--- src/rtl/branch_predict_fetch.sv ---
// Fetch-stage PC generator with a 2-bit bimodal branch history table.
// Predicts from the BHT, trains it from EX resolution, and redirects fetch on a misprediction.
module branch_predict_fetch #(
    parameter int          BHT_IDX_BITS = 6,
    parameter logic [31:0] RESET_PC     = 32'h0000_0000,
    parameter logic [1:0]  INIT_CTR     = 2'b01
) (
    input  logic        clk,
    input  logic        rst_n,
    input  logic        stall_f,
    output logic [31:0] pc_f,
    input  logic [31:0] dec_pc_plus_4,
    input  logic [31:0] dec_pc_target,
    input  logic        dec_is_branch,
    input  logic        dec_is_jump,
    output logic        pred_taken_f,
    input  logic        ex_valid,
    input  logic        ex_is_branch,
    input  logic [31:0] ex_pc,
    input  logic [31:0] ex_pc_plus_4,
    input  logic [31:0] ex_target,
    input  logic        ex_taken,
    input  logic        ex_pred_taken,
    output logic        mispredict,
    output logic [31:0] branch_cnt,
    output logic [31:0] mispred_cnt
);

    localparam int BHT_ENTRIES = 1 << BHT_IDX_BITS;

    logic [1:0]              bht [BHT_ENTRIES];
    logic [BHT_IDX_BITS-1:0] idx_f;
    logic [BHT_IDX_BITS-1:0] idx_ex;
    logic                    ex_resolve;
    logic [31:0]             next_pc;
    logic                    unused_pc_bits;

    function automatic logic [1:0] sat_inc(input logic [1:0] ctr);
        return (ctr == 2'b11) ? ctr : ctr + 2'b01;
    endfunction

    function automatic logic [1:0] sat_dec(input logic [1:0] ctr);
        return (ctr == 2'b00) ? ctr : ctr - 2'b01;
    endfunction

    assign idx_f          = pc_f[BHT_IDX_BITS+1:2];
    assign idx_ex         = ex_pc[BHT_IDX_BITS+1:2];
    assign unused_pc_bits = ^{ex_pc[31:BHT_IDX_BITS+2], ex_pc[1:0]};
    assign ex_resolve     = ex_valid & ex_is_branch;

    // Prediction reads the pre-edge counter, so a same-cycle update shows up one cycle later.
    always_comb begin
        pred_taken_f = dec_is_jump | (dec_is_branch & bht[idx_f][1]);
        mispredict   = ex_resolve & (ex_taken != ex_pred_taken);
    end

    always_comb begin
        next_pc = dec_pc_plus_4;
        if (mispredict) begin
            next_pc = ex_taken ? ex_target : ex_pc_plus_4;
        end else if (stall_f) begin
            next_pc = pc_f;
        end else if (pred_taken_f) begin
            next_pc = dec_pc_target;
        end
    end

    always_ff @(posedge clk or negedge rst_n) begin
        if (!rst_n) begin
            pc_f        <= RESET_PC;
            branch_cnt  <= 32'd0;
            mispred_cnt <= 32'd0;
        end else begin
            pc_f <= next_pc;
            if (ex_resolve) begin
                branch_cnt <= branch_cnt + 32'd1;
            end
            if (mispredict) begin
                mispred_cnt <= mispred_cnt + 32'd1;
            end
        end
    end

    // Training ignores stall_f: a resolved branch always updates its counter.
    always_ff @(posedge clk or negedge rst_n) begin
        if (!rst_n) begin
            for (int i = 0; i < BHT_ENTRIES; i++) begin
                bht[i] <= INIT_CTR;
            end
        end else if (ex_resolve) begin
            bht[idx_ex] <= ex_taken ? sat_inc(bht[idx_ex]) : sat_dec(bht[idx_ex]);
        end
    end

endmodule

--- config.mk ---
export PLATFORM = sky130hd
export DESIGN_NAME = branch_predict_fetch
export DESIGN_NICKNAME = d
export VERILOG_FILES = /design/src/rtl/branch_predict_fetch.sv
export SDC_FILE = /design/constraint.sdc
export NUM_CORES = 1
export LEC_CHECK = 0
export ABC_AREA = 1
export ABC_CLOCK_PERIOD_IN_PS = 6300
export CAP_MARGIN = 30
export CORE_MARGIN = 4
export CORE_UTILIZATION = 34
export DETAILED_ROUTE_END_ITERATION = 10
export GPL_ROUTABILITY_DRIVEN = 0
export MAX_ROUTING_LAYER = met4
export PLACE_DENSITY = 0.57
export SLEW_MARGIN = 30
export SYNTH_ARGS = -nofsm -noshare
export SYNTH_HDL_FRONTEND = slang
export SYNTH_SLANG_ARGS = --single-unit
--- constraint.sdc ---
create_clock -name clk -period 6.3 [get_ports clk]
set_clock_uncertainty 0.2 [all_clocks]
set_input_delay 0.63 -clock clk [delete_from_list [all_inputs] [get_ports clk]]
set_output_delay 0.63 -clock clk [all_outputs]
set_load 0.01 [all_outputs]
==> results of run 1 <==
## per-stage QoR
| stage | instances | instance area, um2 | hold WS (ns) | total power [mW] |
|---|---|---|---|---|
| 2_1_floorplan | 1737 | 12700 | 0.134 | 2.05 |
| 3_3_place_gp | 2392 | 15500 | 0.253 | 2.48 |
| 3_5_place_dp | 2393 | 15500 | 0.256 | 2.49 |
| 4_1_cts | 2444 | 16400 | 0.267 | 4.10 |
| 5_1_grt | 2445 | 16400 | 0.274 | 4.24 |
| 6_report | 2445 | 16400 | 0.265 | 4.05 |
## sequential cells by signal, summed over array words and instances (netlist names)
signal and cells:
branch_cnt 32, mispred_cnt 32, bht 128, pc_f 32
## metal layers
layer	wire length (um)	track usage, %	up-vias
met5	0	-	-
met4	1520	6.59	0
met3	3270	4.28	91
met2	20200	34.8	435
met1	17900	26.5	5782
li1	-	-	5987
## layout make-up
| class | count | area (um2) |
|---|---|---|
| multi-input cells | 1252 | 5920 |
| clock inverters | 10 | 110 |
| clock buffers | 40 | 795 |
| fillers | 3654 | 20300 |
| well taps | 468 | 586 |
| inverters | 189 | 709 |
| flip-flops and latches | 224 | 5690 |
| repair buffers | 262 | 2620 |
## layout by cell type, fill, tap and decap left out, types with 18 or more instances in the layout
cell,instances
dfrtp_1,160
o211ai_1,24
xor2_1,42
buf_4,18
nand2_1,608
nand4_1,24
clkdlybuf4s50_1,239
clkbuf_16,27
nand3b_1,24
nand3_1,282
nor3_1,51
dfstp_2,64
inv_1,178
nor2_1,86
or2_2,25
## synthesized netlist by cell type
library cell,instances
nand2_1,608
nand3_1,282
inv_1,180
dfrtp_1,160
nor2_1,86
dfstp_2,64
nor3_1,51
xor2_1,42
clkbuf_1,25
or2_2,25
nand3b_1,24
nand4_1,24
o211ai_1,24
buf_2,22
buf_4,19
a22oi_1,16
o21ai_0,16
xnor2_1,16
o21ai_1,9
a21oi_1,8
inv_2,7
buf_1,6
nand2_2,5
nand3_2,3
nor3_2,3
nor4_1,3
clkinv_1,2
ha_1,2
nor3b_1,2
o2111ai_1,1
o21ba_2,1
o31ai_1,1
## power by group
| part | internal (mW) | total [mW] | switching [mW] |
|---|---|---|---|
| combinational | 0.342 | 0.800 | 0.458 |
| clock | 0.953 | 1.59 | 0.636 |
| sequential | 1.57 | 1.67 | 0.0921 |
## critical path: stages
cell,delay [ns]
clkdlybuf4s50_1,0.45
buf_4,0.39
a21oi_1,0.11
o21ai_1,0.10
buf_4,0.28
clkinv_1,0.70
clkdlybuf4s50_1,0.70
## timing repair
action / CTS / global route
hold buffers: 1 / 0
setup buffers: 0 / 0
endpoints found under the hold margin: 29 / 0
## worst paths after layout
kind | slack [ns] | cells past startpoint | startpoint | end
worst max-delay path | 2.09 | 7 | ex_taken | mispredict
worst min-delay path | 0.27 | 2 | bht[88] | bht[88]
worst max register to register | 3.16 | 16 | pc_f[2] | pc_f[9]
worst min register to register | 0.27 | 2 | bht[88] | bht[88]
max in group asynchronous | 4.17 | 4 | rst_n | bht[54]
min in group asynchronous | 0.40 | 2 | rst_n | bht[125]
## logic make-up after synthesis
| kind of cell | Yosys count |
|---|---|
| AND/OR/NAND/NOR | 1116 |
| buffers and inverters | 261 |
| flip-flops | 224 |
| AO/OA/AOI/OAI | 76 |
| XOR/XNOR | 58 |
| adder cells (fa/ha/maj) | 2 |
==> out/metrics.yaml, run 1 <==
ys_seq_area_share_pct: 44.9
final_nets: 2127
cts_tree: "yes"
end_kind: "output port"
synth_area_um2: 12700
drc_errors: 0
drive_above_1_share_pct: 8.95
syn_to_final_growth_pct: 29.6
antenna_found_initial: 0
first_pass_iters: 5
dpl.hpwl_um: 29300
boundaryPins: 267
worstPathRequired_ns: 5.47
max_freq_mhz: 237
h-tree-depth: 1
status: "completed"
numPortBuffers: 240
cts_buffer_depth: 3
antenna_left: 0
yosysTopAreaCell: "dfrtp_1"
synth_compound_area_share_pct: 3.88
wl_per_cell_um: 17.6
cap_violations: 0
cts.repair.resized: 0
grt_max_degree: 167
die_h_um: 201
cp-start-kind: "input pin"
n_antenna_cell: 0
finalHoldViolCount: 0
hold_path.class: "register to register"
die_area_um2: 40400
ys_ff_latch: 224
grt_pass1_vias: 12200
clk_latency_ns: 0.54
synthMuxAreaShare_pct: 0
setup_viol: 0
cts-root-buf: "clkbuf_16"
avgSynthCellArea_um2: 7.30
rsz0062_at_grt: "false"
synth_fa_ha_area_share_pct: 0.197
drt-vias-per-instance: 5.03
peakVddDrop_uv: 176
numCtsBuffers: 27
final_max_slew_viol_count: 0
synth.area.top_cells: "dfrtp_1 (32%), nand2_1 (18%), dfstp_2 (13%), nand3_1 (11%), inv_1 (5.3%)"
die_w_um: 201
synth-xor-area-share_pct: 4.01
grt_pass1_wl_um: 67600
core_um2: 36700
yosysTopAreaCellShare_pct: 31.6
pre_cts_slack_ns: 1.71
pwr_density_cell_nw_per_um2: 247
track_usage_pct: 21.2
utilization_pct: 44.7
clk_pin_slew_ns: 0.06
crit_fanout: 37
path_class: "input pin to output port"
fin_crit_ns: 4.21
post-route-period-util_pct: 66.9
via_count: 12300
synth_top_family_by_area: "simple AND/OR/NAND/NOR gates"
first_iter_violations: 928
synthSimpleGateAreaFrac_pct: 38.5
routed_wl_um: 42900
syn_nets: 1908
worstMarginPinSlew_ns: 1.01
cts_sinks: 224
finalWorstSetupSlack_ns: 2.09
relSlewSlack_pct: 32.7
synthDistinctLibCells: 32
start_util_pct: 34.5
cp.arrival_ns: 3.38
setup_tns_ns: 0
num_rows: 70
power_leakage_nw: 7.61
yosysWarnings: 0
syn_inst: 1737
grt_overflow_total: 0
Note: power is estimated with default switching activity, not from simulation.
==> run 2, diff against run 1 <==
ABC_CLOCK_PERIOD_IN_PS = 4040   (was 6300)
clock period = 4.04 ns   (was 6.3 ns; I/O delays follow)
==> out/metrics.yaml, run 2 (synthesized netlist as in run 1, its figures left out) <==
track_usage_pct: 21.2
end_kind: "output port"
h-tree-depth: 1
cp_slowest_stage_delay_ns: 0.60
numPortBuffers: 240
postCtsSetupBuffers: 0
antenna_left: 0
final_max_slew_viol_count: 0
rsz0062_at_grt: "false"
grt_pass1_wl_um: 68000
post-route-period-util_pct: 92.1
finalHoldViolCount: 0
largest_register_ffs: 128
routed_wl_um: 43000
worstPathRequired_ns: 3.44
antenna_found_initial: 0
clk_pin_slew_ns: 0.06
first_pass_iters: 5
multi_input_area_um2: 5910
fin_crit_ns: 3.72
peakVddDrop_uv: 296
crit_buf_inv: 3
num_rows: 70
grt_overflow_total: 0
hold_path.class: "register to register"
clk_latency_ns: 0.54
drc_errors: 0
relSlewSlack_pct: 42.2
fin_hold_ws_ns: 0.264
top_register: "bht"
first_iter_violations: 933
syn_to_final_growth_pct: 30.8
drive_above_1_share_pct: 9.15
seqCellArea_um2: 5690
drt-vias-per-instance: 5.05
critical-path-top-delay-family: "buffers and inverters"
cts_sinks: 224
crit_fanout: 20
worstPathCellList: "inv_1, buf_12, nand2_1, nand3_1, nand3_1, nand2_1, nand2_1, nand3_1, nand2_1, nand2_1, nand3_1, nand2_1, clkdlybuf4s50_1"
critPathSlowestCell: "clkdlybuf4s50_1"
final_nets: 2142
layout_commonest_cell: "nand2_1"
core_um2: 36700
status: "completed"
pwr_density_cell_nw_per_um2: 379
die_area_um2: 40400
boundaryPins: 267
cts_buffer_depth: 3
dpl.hpwl_um: 29700
via_count: 12400
wl_per_cell_um: 17.5
start_util_pct: 34.5
max_freq_mhz: 269
cts_tree: "yes"
final_cell_mix: "nand2_1 (608), nand3_1 (282), clkdlybuf4s50_1 (239)"
grt_pass1_vias: 12400
die_w_um: 201
setup_tns_ns: 0
power_leakage_nw: 7.70
worstMarginPinSlew_ns: 0.865
setup_viol: 0
grt_max_degree: 103
cp.arrival_ns: 3.12
cp-start-kind: "register"
place_area_um2: 15700
stdcell_area_um2: 16600
cap_violations: 0
path_class: "register to output port"
cts-root-buf: "clkbuf_16"
numCtsBuffers: 26
fillers: 3751
die_h_um: 201
crit_top_cell: "nand2_1"
run 2: what timing repair did:
action | CTS | global route
hold buffers | 1 | 0
hold endpoints to repair | 50 | 0
gates resized for setup | 0 | 0
run 2: final timing paths:
kind | end | cells past startpoint | from | slack (ns)
worst max-delay path | pred_taken_f | 13 | pc_f[2] | 0.32
worst min-delay path | bht[116] | 2 | bht[116] | 0.26
worst max register to register | pc_f[19] | 16 | pc_f[2] | 1.07
worst min register to register | bht[116] | 2 | bht[116] | 0.26
max in group asynchronous | bht[12] | 3 | rst_n | 2.35
min in group asynchronous | bht[125] | 2 | rst_n | 0.27
run 2: stage by stage:
stage	total power [mW]	utilization [%]	setup slack [ns]	instances
floorplan	3.20	-	1.61	1737
global route	6.59	45.2	0.106	2458
finish	6.29	45.2	0.317	2459
detailed placement	3.92	42.8	0.633	2410
CTS	6.36	45.2	0.320	2458
global placement	3.90	42.8	0.698	2410
run 2: worst min-delay path, delay by kind of cell, from the launching register on:
| kind | cells | cell delay [ns] |
|---|---|---|
| flops | 1 | 0.37 |
| simple gates | 2 | 0.10 |
run 2: layout make-up:
cell class | count | area share, %
multi-input cells | 1252 | 35.6
flip-flops and latches | 224 | 34.3
repair buffers | 278 | 17.0
clock buffers | 41 | 4.57
inverters | 189 | 4.28
well taps | 468 | 3.53
clock inverters | 6 | 0.657
diodes | 1 | 0.0151
run 2: where the power goes:
group	internal, mW	switching, mW
Sequential	2.45	0.144
Clock	1.47	0.940
Combinational	0.560	0.716
run 2: layer usage:
metal | GRT usage (%) | vias up | wire (um)
met4 | 5.88 | 0 | 1370
met5 | - | - | 0
met1 | 26.3 | 5875 | 17600
met2 | 35.3 | 443 | 20800
met3 | 4.28 | 86 | 3220
li1 | - | 6025 | -
==> run 3, diff against run 2 <==
--- a/config.mk
+++ b/config.mk
@@ -11,8 +11,8 @@
 export CORE_MARGIN = 4
 export CORE_UTILIZATION = 34
+export CTS_CLUSTER_SIZE = 25
 export DETAILED_ROUTE_END_ITERATION = 10
 export GPL_ROUTABILITY_DRIVEN = 0
 export MAX_ROUTING_LAYER = met4
-export PLACE_DENSITY = 0.57
 export SLEW_MARGIN = 30
 export SYNTH_ARGS = -nofsm -noshare
==> constraint.sdc (replaced) <==
create_clock -name clk -period 4.04 [get_ports clk]
set_clock_uncertainty 0.2 [all_clocks]
set_input_delay 1.01 -clock clk [delete_from_list [all_inputs] [get_ports clk]]
set_output_delay 1.01 -clock clk [all_outputs]
set_load 0.01 [all_outputs]
==> out/metrics.yaml, run 3 (synthesized netlist as in run 1, its figures left out) <==
status: "completed"
pre_cts_slack_ns: 0.115
worstMarginPinSlew_ns: 0.655
h-tree-depth: 1
routed_wl_um: 43300
final_cell_mix: "nand2_1 (608), nand3_1 (282), clkdlybuf4s50_1 (238)"
finalWorstSetupSlack_ns: 0.119
finalHoldViolCount: 0
final_max_slew_viol_count: 0
power_leakage_nw: 7.75
relSlewSlack_pct: 56.3
n_antenna_cell: 0
core_um2: 36700
drt-vias-per-instance: 5.11
die_area_um2: 40400
via_count: 12600
track_usage_pct: 21.4
dp_cells: 2420
first_pass_iters: 5
worstPathRequired_ns: 2.83
start_util_pct: 34.5
largest_register_ffs: 128
dpl.hpwl_um: 29700
syn_to_final_growth_pct: 31.6
drc_errors: 0
cts_buffer_depth: 3
grt_pass1_vias: 12600
numCtsBuffers: 27
setup_tns_ns: 0
cp.arrival_ns: 2.71
grt_overflow_total: 0
grt_pass1_wl_um: 69000
max_freq_mhz: 255
pwr_density_cell_nw_per_um2: 375
die_h_um: 201
end_kind: "output port"
first_iter_violations: 1043
cts-root-buf: "clkbuf_16"
final_nets: 2152
layout_commonest_cell: "nand2_1"
cap_violations: 0
cts_tree: "yes"
drive_above_1_share_pct: 9.74
boundaryPins: 267
antenna_left: 0
stdcell_count: 2470
wl_per_cell_um: 17.5
die_w_um: 201
setup_viol: 0
peakVddDrop_uv: 325
p_total_mw: 6.25
num_rows: 70
crit_fanout: 7
rsz0062_at_grt: "false"
numPortBuffers: 240
cp-start-kind: "input pin"
fin_crit_ns: 3.92
clk_pin_slew_ns: 0.05
antenna_found_initial: 0
reg2reg_slack_ns: 1.41
clk_latency_ns: 0.54
fillers: 3642
top_register: "bht"
post-route-period-util_pct: 97.0
cts_sinks: 224
grt_max_degree: 78
hold_path.class: "input pin to async pin"
path_class: "input pin to output port"
## run 3: changes by cell type in the layout (fill, tap and decap cells not counted), sizes merged
| cell | previous run | this run |
|---|---|---|
| buf | 38 | 48 |
| bufinv | 3 | 1 |
| clkbuf | 41 | 43 |
| clkdlybuf4s50 | 239 | 238 |
| clkinv | 4 | 5 |
| clkinvlp | 0 | 2 |
| diode | 1 | 0 |
| dlygate4sd3 | 1 | 0 |
| dlymetal6s2s | 0 | 1 |
## run 3: layout make-up
class	count	area, um2	share of cell area [%]
timing repair buffer	287	2940	17.6
sequential	224	5690	34.1
clock inverter	7	68.8	0.413
clock buffer	43	786	4.71
multi-input combinational	1252	5910	35.4
tap	468	586	3.51
inverter	189	709	4.25
## run 3: through the flow
| step | hold slack [ns] | cell area (um2) | utilization [%] |
|---|---|---|---|
| after floorplan | 0.246 | 12700 | - |
| after global placement | 0.253 | 15800 | 43.1 |
| after detailed placement | 0.256 | 15800 | 43.1 |
| after CTS | 0.267 | 16700 | 45.4 |
| after global routing | 0.280 | 16700 | 45.5 |
| final | 0.265 | 16700 | 45.5 |
## run 3: report_power, final
part / switching [mW] / leakage [nW] / total, mW / internal, mW
sequential: 0.143 / 2.73 / 2.60 / 2.45
clock: 0.966 / 0.412 / 2.36 / 1.39
combinational: 0.725 / 4.61 / 1.30 / 0.573
## run 3: path summary, 6_finish.rpt
path	end	depth (start not counted)	from
hold reg to reg	bht[52]	2	bht[52]
max in group asynchronous	bht[62]	2	rst_n
hold / removal	bht[125]	1	rst_n
setup / recovery	mispredict	6	ex_valid
min in group clk	bht[52]	2	bht[52]
setup reg to reg	pc_f[11]	16	pc_f[2]
## run 3: timing repair
action                     CTS  global route
resized for setup            0             1
hold buffers                 0             0
setup endpoints to repair    0             1
buffers inserted             0             0
## run 3: routing by layer
metal / vias up / global-route usage (%) / share of wire [%]
met1: 5994 / 27.0 / 41
li1: 6035 / - / -
met4: 0 / 7.45 / 3.6
met2: 465 / 35.3 / 48
met5: - / - / 0
met3: 116 / 3.42 / 6.9
## run 3: critical path: stages
cell	delay [ns]
clkdlybuf4s50_1	0.42
nand2_2	0.18
a21oi_1	0.06
o21ai_1	0.32
clkinv_1	0.21
clkdlybuf4s50_1	0.52
